===== src/rtl/uart_fifo_tx.sv =====
// Buffered 8N1 UART transmitter: a byte FIFO feeding a serializer that sends
// queued frames back to back, LSB first, with the line idling high.
//
// state | meaning
// IDLE  | line high, waiting for a queued byte
// START | start bit (line low) for CLK_PER_BIT cycles
// DATA  | eight data bits, LSB first, CLK_PER_BIT cycles each
// STOP  | stop bit (line high); last cycle pulses tx_done and may pop the next byte
module uart_fifo_tx #(
    parameter int CLK_PER_BIT = 100,
    parameter int DEPTH_LOG2  = 4
) (
    input  logic                clk,
    input  logic                rst_n,
    input  logic [7:0]          wr_data,
    input  logic                wr_en,
    output logic                full,
    output logic [DEPTH_LOG2:0] level,
    output logic                overflow,
    output logic                tx_busy,
    output logic                tx_done,
    output logic                serial_line
);
    localparam int DEPTH = 1 << DEPTH_LOG2;
    localparam int CNT_W = $clog2(CLK_PER_BIT);
    localparam logic [CNT_W-1:0] CNT_LAST = CNT_W'(CLK_PER_BIT - 1);

    typedef enum logic [1:0] {IDLE, START, DATA, STOP} state_t;

    state_t                state, state_nxt;
    logic [7:0]            mem [DEPTH];
    logic [DEPTH_LOG2-1:0] wr_ptr, rd_ptr;
    logic [CNT_W-1:0]      bit_cnt, bit_cnt_nxt;
    logic [2:0]            bit_idx, bit_idx_nxt;
    logic [7:0]            shift, shift_nxt;
    logic                  line_nxt;
    logic                  pop;
    logic                  wr_ok;
    logic                  bit_last;

    // level never exceeds DEPTH, so its MSB alone marks a full FIFO
    assign full     = level[DEPTH_LOG2];
    assign wr_ok    = wr_en && !full;
    assign bit_last = (bit_cnt == CNT_LAST);
    assign tx_busy  = (state != IDLE);
    assign tx_done  = (state == STOP) && bit_last;

    always_ff @(posedge clk) begin
        if (!rst_n) begin
            wr_ptr   <= '0;
            rd_ptr   <= '0;
            level    <= '0;
            overflow <= 1'b0;
        end else begin
            if (wr_ok) wr_ptr <= wr_ptr + 1'b1;
            if (pop)   rd_ptr <= rd_ptr + 1'b1;
            if (wr_ok && !pop)
                level <= level + 1'b1;
            else if (pop && !wr_ok)
                level <= level - 1'b1;
            if (wr_en && full) overflow <= 1'b1;
        end
    end

    always_ff @(posedge clk) begin
        if (wr_ok) mem[wr_ptr] <= wr_data;
    end

    always_comb begin
        state_nxt   = state;
        bit_cnt_nxt = bit_cnt + CNT_W'(1);
        bit_idx_nxt = bit_idx;
        shift_nxt   = shift;
        pop         = 1'b0;
        line_nxt    = 1'b1;
        case (state)
            IDLE: begin
                bit_cnt_nxt = '0;
                if (level != '0) begin
                    pop       = 1'b1;
                    shift_nxt = mem[rd_ptr];
                    state_nxt = START;
                end
            end
            START: begin
                if (bit_last) begin
                    bit_cnt_nxt = '0;
                    bit_idx_nxt = '0;
                    state_nxt   = DATA;
                end
            end
            DATA: begin
                if (bit_last) begin
                    bit_cnt_nxt = '0;
                    shift_nxt   = {1'b0, shift[7:1]};
                    bit_idx_nxt = bit_idx + 3'd1;
                    if (bit_idx == 3'd7) state_nxt = STOP;
                end
            end
            STOP: begin
                if (bit_last) begin
                    bit_cnt_nxt = '0;
                    // chain straight into the next start bit when data is waiting
                    if (level != '0) begin
                        pop       = 1'b1;
                        shift_nxt = mem[rd_ptr];
                        state_nxt = START;
                    end else begin
                        state_nxt = IDLE;
                    end
                end
            end
            default: state_nxt = IDLE;
        endcase
        case (state_nxt)
            START:   line_nxt = 1'b0;
            DATA:    line_nxt = shift_nxt[0];
            default: line_nxt = 1'b1;
        endcase
    end

    always_ff @(posedge clk) begin
        if (!rst_n) begin
            state       <= IDLE;
            bit_cnt     <= '0;
            bit_idx     <= '0;
            shift       <= '0;
            serial_line <= 1'b1;
        end else begin
            state       <= state_nxt;
            bit_cnt     <= bit_cnt_nxt;
            bit_idx     <= bit_idx_nxt;
            shift       <= shift_nxt;
            serial_line <= line_nxt;
        end
    end

endmodule


===== config.mk =====
export PLATFORM = sky130hd
export DESIGN_NAME = uart_fifo_tx
export DESIGN_NICKNAME = d
export VERILOG_FILES = /design/src/rtl/uart_fifo_tx.sv
export SDC_FILE = /design/constraint.sdc
export NUM_CORES = 1
export LEC_CHECK = 0
export ABC_AREA = 1
export CAP_MARGIN = 10
export CORE_MARGIN = 2
export CORE_UTILIZATION = 38
export CTS_CLUSTER_SIZE = 24
export DETAILED_ROUTE_END_ITERATION = 7
export SYNTH_ARGS = -nofsm -noshare
export SYNTH_HDL_FRONTEND = slang
export SYNTH_SLANG_ARGS = --single-unit

===== constraint.sdc =====
create_clock -name clk -period 4 [get_ports clk]
set_input_delay 0.8 -clock clk [delete_from_list [all_inputs] [get_ports clk]]
set_output_delay 0.8 -clock clk [all_outputs]
set_load 0.01 [all_outputs]

==> impl_metrics.json, run 1 <==
{
  "fin_nets": 812,
  "firstDrtPassIters": 5,
  "diodes": 0,
  "routedWlPerCell_microns": 15.5,
  "num_vias": 5127,
  "cp.required_ns": 4.31,
  "synth_common_cells": "nand2_1 (205), edfxtp_1 (128), inv_1 (83), nand3_1 (83), nor2_1 (77)",
  "crit_buf_inv": 3,
  "grt_pass1_wl_mm": 25.8,
  "hold_viol_final": 0,
  "synthMuxAreaShare_pct": 0,
  "avgSynthCellArea_sq_um": 9.73,
  "ys_seq_area_share_pct": 62.1,
  "multiInputGateArea_sq_um": 2350,
  "vias_per_cell": 4.83,
  "yosysMostFrequentCell": "nand2_1",
  "fin_skew_ns": 0.0109,
  "yosysTopAreaCellShare_pct": 51.6,
  "synth_edf_count": 128,
  "cts_root_buffer": "clkbuf_16",
  "status": "complete, no violations",
  "postLayoutCoreUtil_pct": 43.9,
  "finalCriticalPeriod_ns": 2.97,
  "dp_hpwl_mm": 10.1,
  "maxCapViolCount": 0,
  "drc": 0,
  "crit_slowest_cell": "dfxtp_1",
  "nFillCells": 1851,
  "cts_hold_buf": 0,
  "synth_nets": 794,
  "ys.flop_type": "edfxtp_1",
  "layout_setup_ws_ns": 1.03,
  "die_area_sq_um": 20700,
  "drive_gt1_share_pct": 7.29,
  "cts_tree": "built",
  "dpl_worst_slack_ns": 0.830,
  "yosysWarningCount": 0,
  "arrival_ns": 3.28,
  "fin_tns_setup_ns": 0,
  "synth_top_family_by_area": "simple AND/OR/NAND/NOR gates",
  "cp_top_family": "adder cells",
  "critPathLaunchType": "flip-flop",
  "clock.fmax_ghz": 0.337,
  "grtUsageTotal_pct": 16.9,
  "drtAntennaViolNets": 0,
  "yosys.area_share.xor_xnor_pct": 0.588,
  "p_per_area_nw_per_um2": 650,
  "first_iter_violations": 438,
  "path_max_fanout": 8,
  "synthTopCellsByArea": "edfxtp_1 (52%), dfxtp_1 (10%), nand2_1 (10%), nand3_1 (5.6%), inv_1 (4.2%)",
  "worstSkewPairLatency_ns": 0.43,
  "io_buffers": 20,
  "synthesis.instances": 765,
  "cts.clk_slew.worst_paths_ns": 0.07,
  "synth_seq_cells": 167,
  "ir_drop_v": 0.000419,
  "core_area_sq_um": 19300,
  "start_util_pct": 38.5,
  "cts_buffers": 17,
  "finalSetupViolations": 0,
  "grt_overflow": 0,
  "cts_resized": 0,
  "yosys.area_share.simple_pct": 22.2,
  "syn_area_sq_um": 7450,
  "cts_htree_levels": 4,
  "ios": 21,
  "slew_violations": 0,
  "cts_buffer_depth": 2,
  "tightest_slew_ns": 1.08,
  "ys_async_sr_fraction_pct": 0,
  "hp-class": "reg -> reg",
  "place.gp.congestion": 0.832,
  "min_period_over_period_pct": 74.2,
  "die_h_microns": 144,
  "antenna_found_initial": 0,
  "synth_compound_area_share_pct": 5.63,
  "slew_headroom_pct": 28.2,
  "leakage_uw": 0.00332,
  "grt_pass1_vias": 4797,
  "yosysTopAreaCell": "edfxtp_1",
  "path_cells": "ha_1 > inv_1 > o21ai_4 > inv_2 > nor2_4 > nand2_4 > ha_1 > inv_1 > ha_1 > a21o_1 > a21oi_1 > nor2_1 > nor2_1 > nand2_1 > o21ai_0 > a21oi_1",
  "die_w_microns": 144,
  "cp-end-kind": "flip-flop",
  "fp-row-count": 51,
  "seq_area_sq_um": 4630,
  "synthDistinctLibCells": 39,
  "rsz0062_at_grt": "false",
  "cp_common_cell": "ha_1",
  "cts_num_sinks": 167,
  "max_stage_delay_ns": 0.51,
  "synthToLayoutAreaGrowth_pct": 14.0,
  "crit_type": "reg -> reg",
  "post_cts_buffers": 0,
  "grt_max_degree": 65,
  "drt_wl_total_mm": 16.4,
  "synthAdderAreaFrac_pct": 3.13
}
## per-stage QoR
| step | hold WS, ns | instance area (sq um) | total power, uW | cells |
|---|---|---|---|---|
| 2_1_floorplan | 0.418 | 7450 | 3380 | 765 |
| 3_3_place_gp | 0.433 | 7890 | 3840 | 1029 |
| 3_5_place_dp | 0.444 | 7890 | 3850 | 1029 |
| 4_1_cts | 0.457 | 8490 | 5540 | 1061 |
| 5_1_grt | 0.468 | 8490 | 5850 | 1061 |
| 6_report | 0.451 | 8490 | 5520 | 1061 |
## layout by cell type (no fill, tap or decap), types with 2 or more instances in the layout
master / n
nand2_1: 205
edfxtp_1: 128
inv_1: 83
nand3_1: 83
nor2_1: 77
dfxtp_1: 38
a21oi_1: 31
o21ai_0: 26
clkdlybuf4s50_1: 20
ha_1: 17
clkbuf_16: 17
o211ai_1: 8
buf_4: 6
inv_2: 4
nor3_1: 4
clkinv_2: 4
nand2_2: 3
nor2_4: 3
xnor2_1: 3
bufinv_16: 3
inv_8: 3
nand2_4: 2
o21ai_4: 2
clkinv_4: 2
o21ai_1: 2
xor2_1: 2
clkbuf_1: 2
## report_power, final
| group | switching [uW] | internal (uW) | leakage, uW |
|---|---|---|---|
| Clock | 701 | 994 | 0.000297 |
| Combinational | 1130 | 578 | 0.00155 |
| Sequential | 106 | 2000 | 0.00147 |
## flip-flops by register name, summed over array words and instances, names as in the netlist, named ones only
signal,cells
state,2
shift,8
serial_line,1
bit_idx,3
bit_cnt,7
rd_ptr,4
wr_ptr,4
level,5
overflow,1
mem,128
## logic make-up (layout without fill, tap and decap cells)
logic type / after synthesis / after routing
flops: 167 / 167
compound gates: 73 / 73
fa+ha+maj: 18 / 18
simple gates: 386 / 386
buf+inv: 116 / 147
xor+xnor: 5 / 5
## worst paths after layout
kind              start          to  slack, ns  cells past startpoint
min reg2reg  bit_cnt[0]  bit_cnt[0]       0.45                      1
max            state[1]    level[4]       1.03                     16
max reg2reg    state[1]    level[4]       1.03                     16
min          bit_cnt[0]  bit_cnt[0]       0.45                      1
## worst register-to-register path, cell delays in order (launching register included)
cell and delay [ns]:
dfxtp_1 0.51, ha_1 0.29, inv_1 0.11, o21ai_4 0.18, inv_2 0.10, nor2_4 0.11, nand2_4 0.10, ha_1 0.26
inv_1 0.14, ha_1 0.30, a21o_1 0.19, a21oi_1 0.17, nor2_1 0.06, nor2_1 0.08, nand2_1 0.07, o21ai_0 0.14
a21oi_1 0.05
## cell type report
type / instances / share of cell area [%]
multi-input cells: 482 / 27.6
well taps: 265 / 3.91
clock buffers: 19 / 5.10
repair buffers: 26 / 2.89
inverters: 89 / 3.99
clock inverters: 13 / 1.99
flip-flops and latches: 167 / 54.5
## metal layers
metal	vias to the layer above	track usage [%]	share of wire, %
met5	-	0	0
li1	2562	-	-
met2	130	27.2	47
met4	0	6.76	2.1
met1	2410	22.5	45
met3	25	3.61	5.8
(Power assumes the default switching activity.)
==> run 2, diff against run 1 <==
Clock period 4 ns to 2.7 ns, I/O delays scaled along.
==> run 2 against run 1 <==
Against the previous run:
- worst hold slack lost 0.036 ns
- first-iteration DRC count shrank 17%
- via count grew 0.35%
- clock-buffer cell count shrank 2
- non-clock buffer count grew 32
- clock power grew 38%
- flip-flop and latch count is the same
- cell count grew 3.0%
- combinational power grew 63%
- wire length shrank 0.35%
- sequential power grew 47%
- critical endpoint is now tx_done
- largest cell class unchanged
- highest routed layer unchanged
==> impl_metrics.json, run 2 (same netlist as run 1, synthesis figures left out) <==
{
  "max_stage_delay_ns": 0.54,
  "largest_register": "mem",
  "maxCapViolCount": 0,
  "die_h_microns": 144,
  "diodes": 0,
  "reg2reg_depth": 18,
  "mostFrequentLayoutCells": "nand2_1 (205), edfxtp_1 (128), nand3_1 (83), inv_1 (82), nor2_1 (77)",
  "crit_buf_inv": 2,
  "io_buffers": 20,
  "cp-end-kind": "output pin",
  "cp_top_family": "buffers and inverters",
  "antenna_found_initial": 0,
  "hold_start": "bit_cnt[0]",
  "multiInputGateArea_sq_um": 2350,
  "slew_violations": 0,
  "nFillCells": 1816,
  "r2r_slack_ns": 0.22,
  "die_area_sq_um": 20700,
  "largest_reg_flops": 128,
  "first_iter_violations": 364,
  "fin_skew_ns": 0.0181,
  "cts_buffer_depth": 2,
  "grt_pass1_wl_mm": 25.9,
  "mostFrequentLayoutCell": "nand2_1",
  "core_area_sq_um": 19300,
  "cts_root_buffer": "clkbuf_16",
  "clock.fmax_ghz": 0.395,
  "synthToLayoutAreaGrowth_pct": 17.2,
  "min_period_over_period_pct": 93.9,
  "drtAntennaViolNets": 0,
  "drt_wl_total_mm": 16.4,
  "critPathLaunchType": "flip-flop",
  "grt_overflow": 0,
  "arrival_ns": 1.99,
  "place.gp.congestion": 0.797,
  "hp-class": "reg -> reg",
  "fin_nets": 844,
  "top_regs": "mem: 128 flops, shift: 8 flops, bit_cnt: 7 flops",
  "p_per_area_nw_per_um2": 940,
  "cts_htree_levels": 4,
  "grt_pass1_vias": 4852,
  "cts_hold_buf": 0,
  "rsz0062_at_grt": "false",
  "layout_setup_ws_ns": 0.166,
  "cts_num_sinks": 167,
  "drive_gt1_share_pct": 11.5,
  "start_util_pct": 38.5,
  "path_max_fanout": 7,
  "cts_buffers": 17,
  "r2r-end": "level[4]",
  "crit_slowest_cell": "clkdlybuf4s50_1",
  "tightest_slew_ns": 0.757,
  "path_cells": "ha_1 > nand2_2 > nor2_4 > nand2_4 > buf_4 > nor2_1 > clkdlybuf4s50_1",
  "finalSetupViolations": 0,
  "leakage_uw": 0.00347,
  "finalCriticalPeriod_ns": 2.53,
  "die_w_microns": 144,
  "slew_headroom_pct": 49.4,
  "num_vias": 5145,
  "fp-row-count": 51,
  "routedWlPerCell_microns": 15.0,
  "reg2reg_from": "bit_cnt[0]",
  "grtUsageTotal_pct": 16.7,
  "worstSkewPairLatency_ns": 0.43,
  "cts_resized": 0,
  "dp_hpwl_mm": 10.7,
  "cts.clk_slew.worst_paths_ns": 0.07,
  "ios": 21,
  "vias_per_cell": 4.71,
  "status": "complete, no violations",
  "firstDrtPassIters": 5,
  "drc": 0,
  "seq_area_sq_um": 4630,
  "cp.required_ns": 2.16,
  "hold_path_end": "bit_cnt[0]",
  "hold_viol_final": 0,
  "holdPathStages": 1,
  "crit_type": "reg -> out",
  "fin_tns_setup_ns": 0,
  "ir_drop_v": 0.000528,
  "cts_tree": "built",
  "worst-path-stages": 7,
  "dpl_worst_slack_ns": 0.0344,
  "post_cts_buffers": 0,
  "grt_max_degree": 65
}
-- run 2: cell types whose count changed in the layout (fill, tap and decap cells not counted), moves of 3 or more --
cell       before  now
bufinv_16       3    0
inv_6           1    5
clkinv_2        4    0
clkinv_8        0    3
buf_4           6   37
-- run 2: through the flow --
stage          utilization, %  area (sq um)  instances  hold WS (ns)  total power, uW
5_1_grt                  45.1          8730       1093         0.429             8740
3_3_place_gp             42.1          8140       1061         0.432             5880
2_1_floorplan               -          7450        765         0.418             5010
4_1_cts                  45.1          8720       1093         0.453             8240
6_report                 45.1          8730       1093         0.415             8210
3_5_place_dp             42.1          8140       1061         0.437             5900
-- run 2: worst max path at each step --
stage / from / to / slack (ns)
after floorplan: state[1] / level[4] / 0.02
after global placement: wr_en / level[4] / 0.07
after detailed placement: wr_en / level[4] / 0.03
after CTS: bit_cnt[0] / tx_done / 0.1
after global routing: bit_cnt[0] / level[4] / 0.02
final: bit_cnt[0] / tx_done / 0.17
-- run 2: routing by layer --
metal  GRT usage, %  up-vias  part of all wire, %
met5              0        -                    0
met4           4.75        0                  1.5
met3           4.34       16                  4.3
met2           28.6       78                   50
met1           21.1     2417                   44
li1               -     2634                    -
-- run 2: report_power, final --
| part | leakage, uW | switching [uW] | internal, uW |
|---|---|---|---|
| clock | 0.000279 | 1100 | 1230 |
| sequential | 0.00147 | 132 | 2970 |
| combinational | 0.00171 | 1760 | 1020 |
| total | 0.00347 | 2990 | 5210 |
-- run 2: final cells by class --
type	count	share of cell area [%]
well taps	265	3.80
clock inverters	15	1.75
clock buffers	17	4.87
inverters	89	3.88
repair buffers	58	5.71
multi-input cells	482	27.0
flip-flops and latches	167	53.0
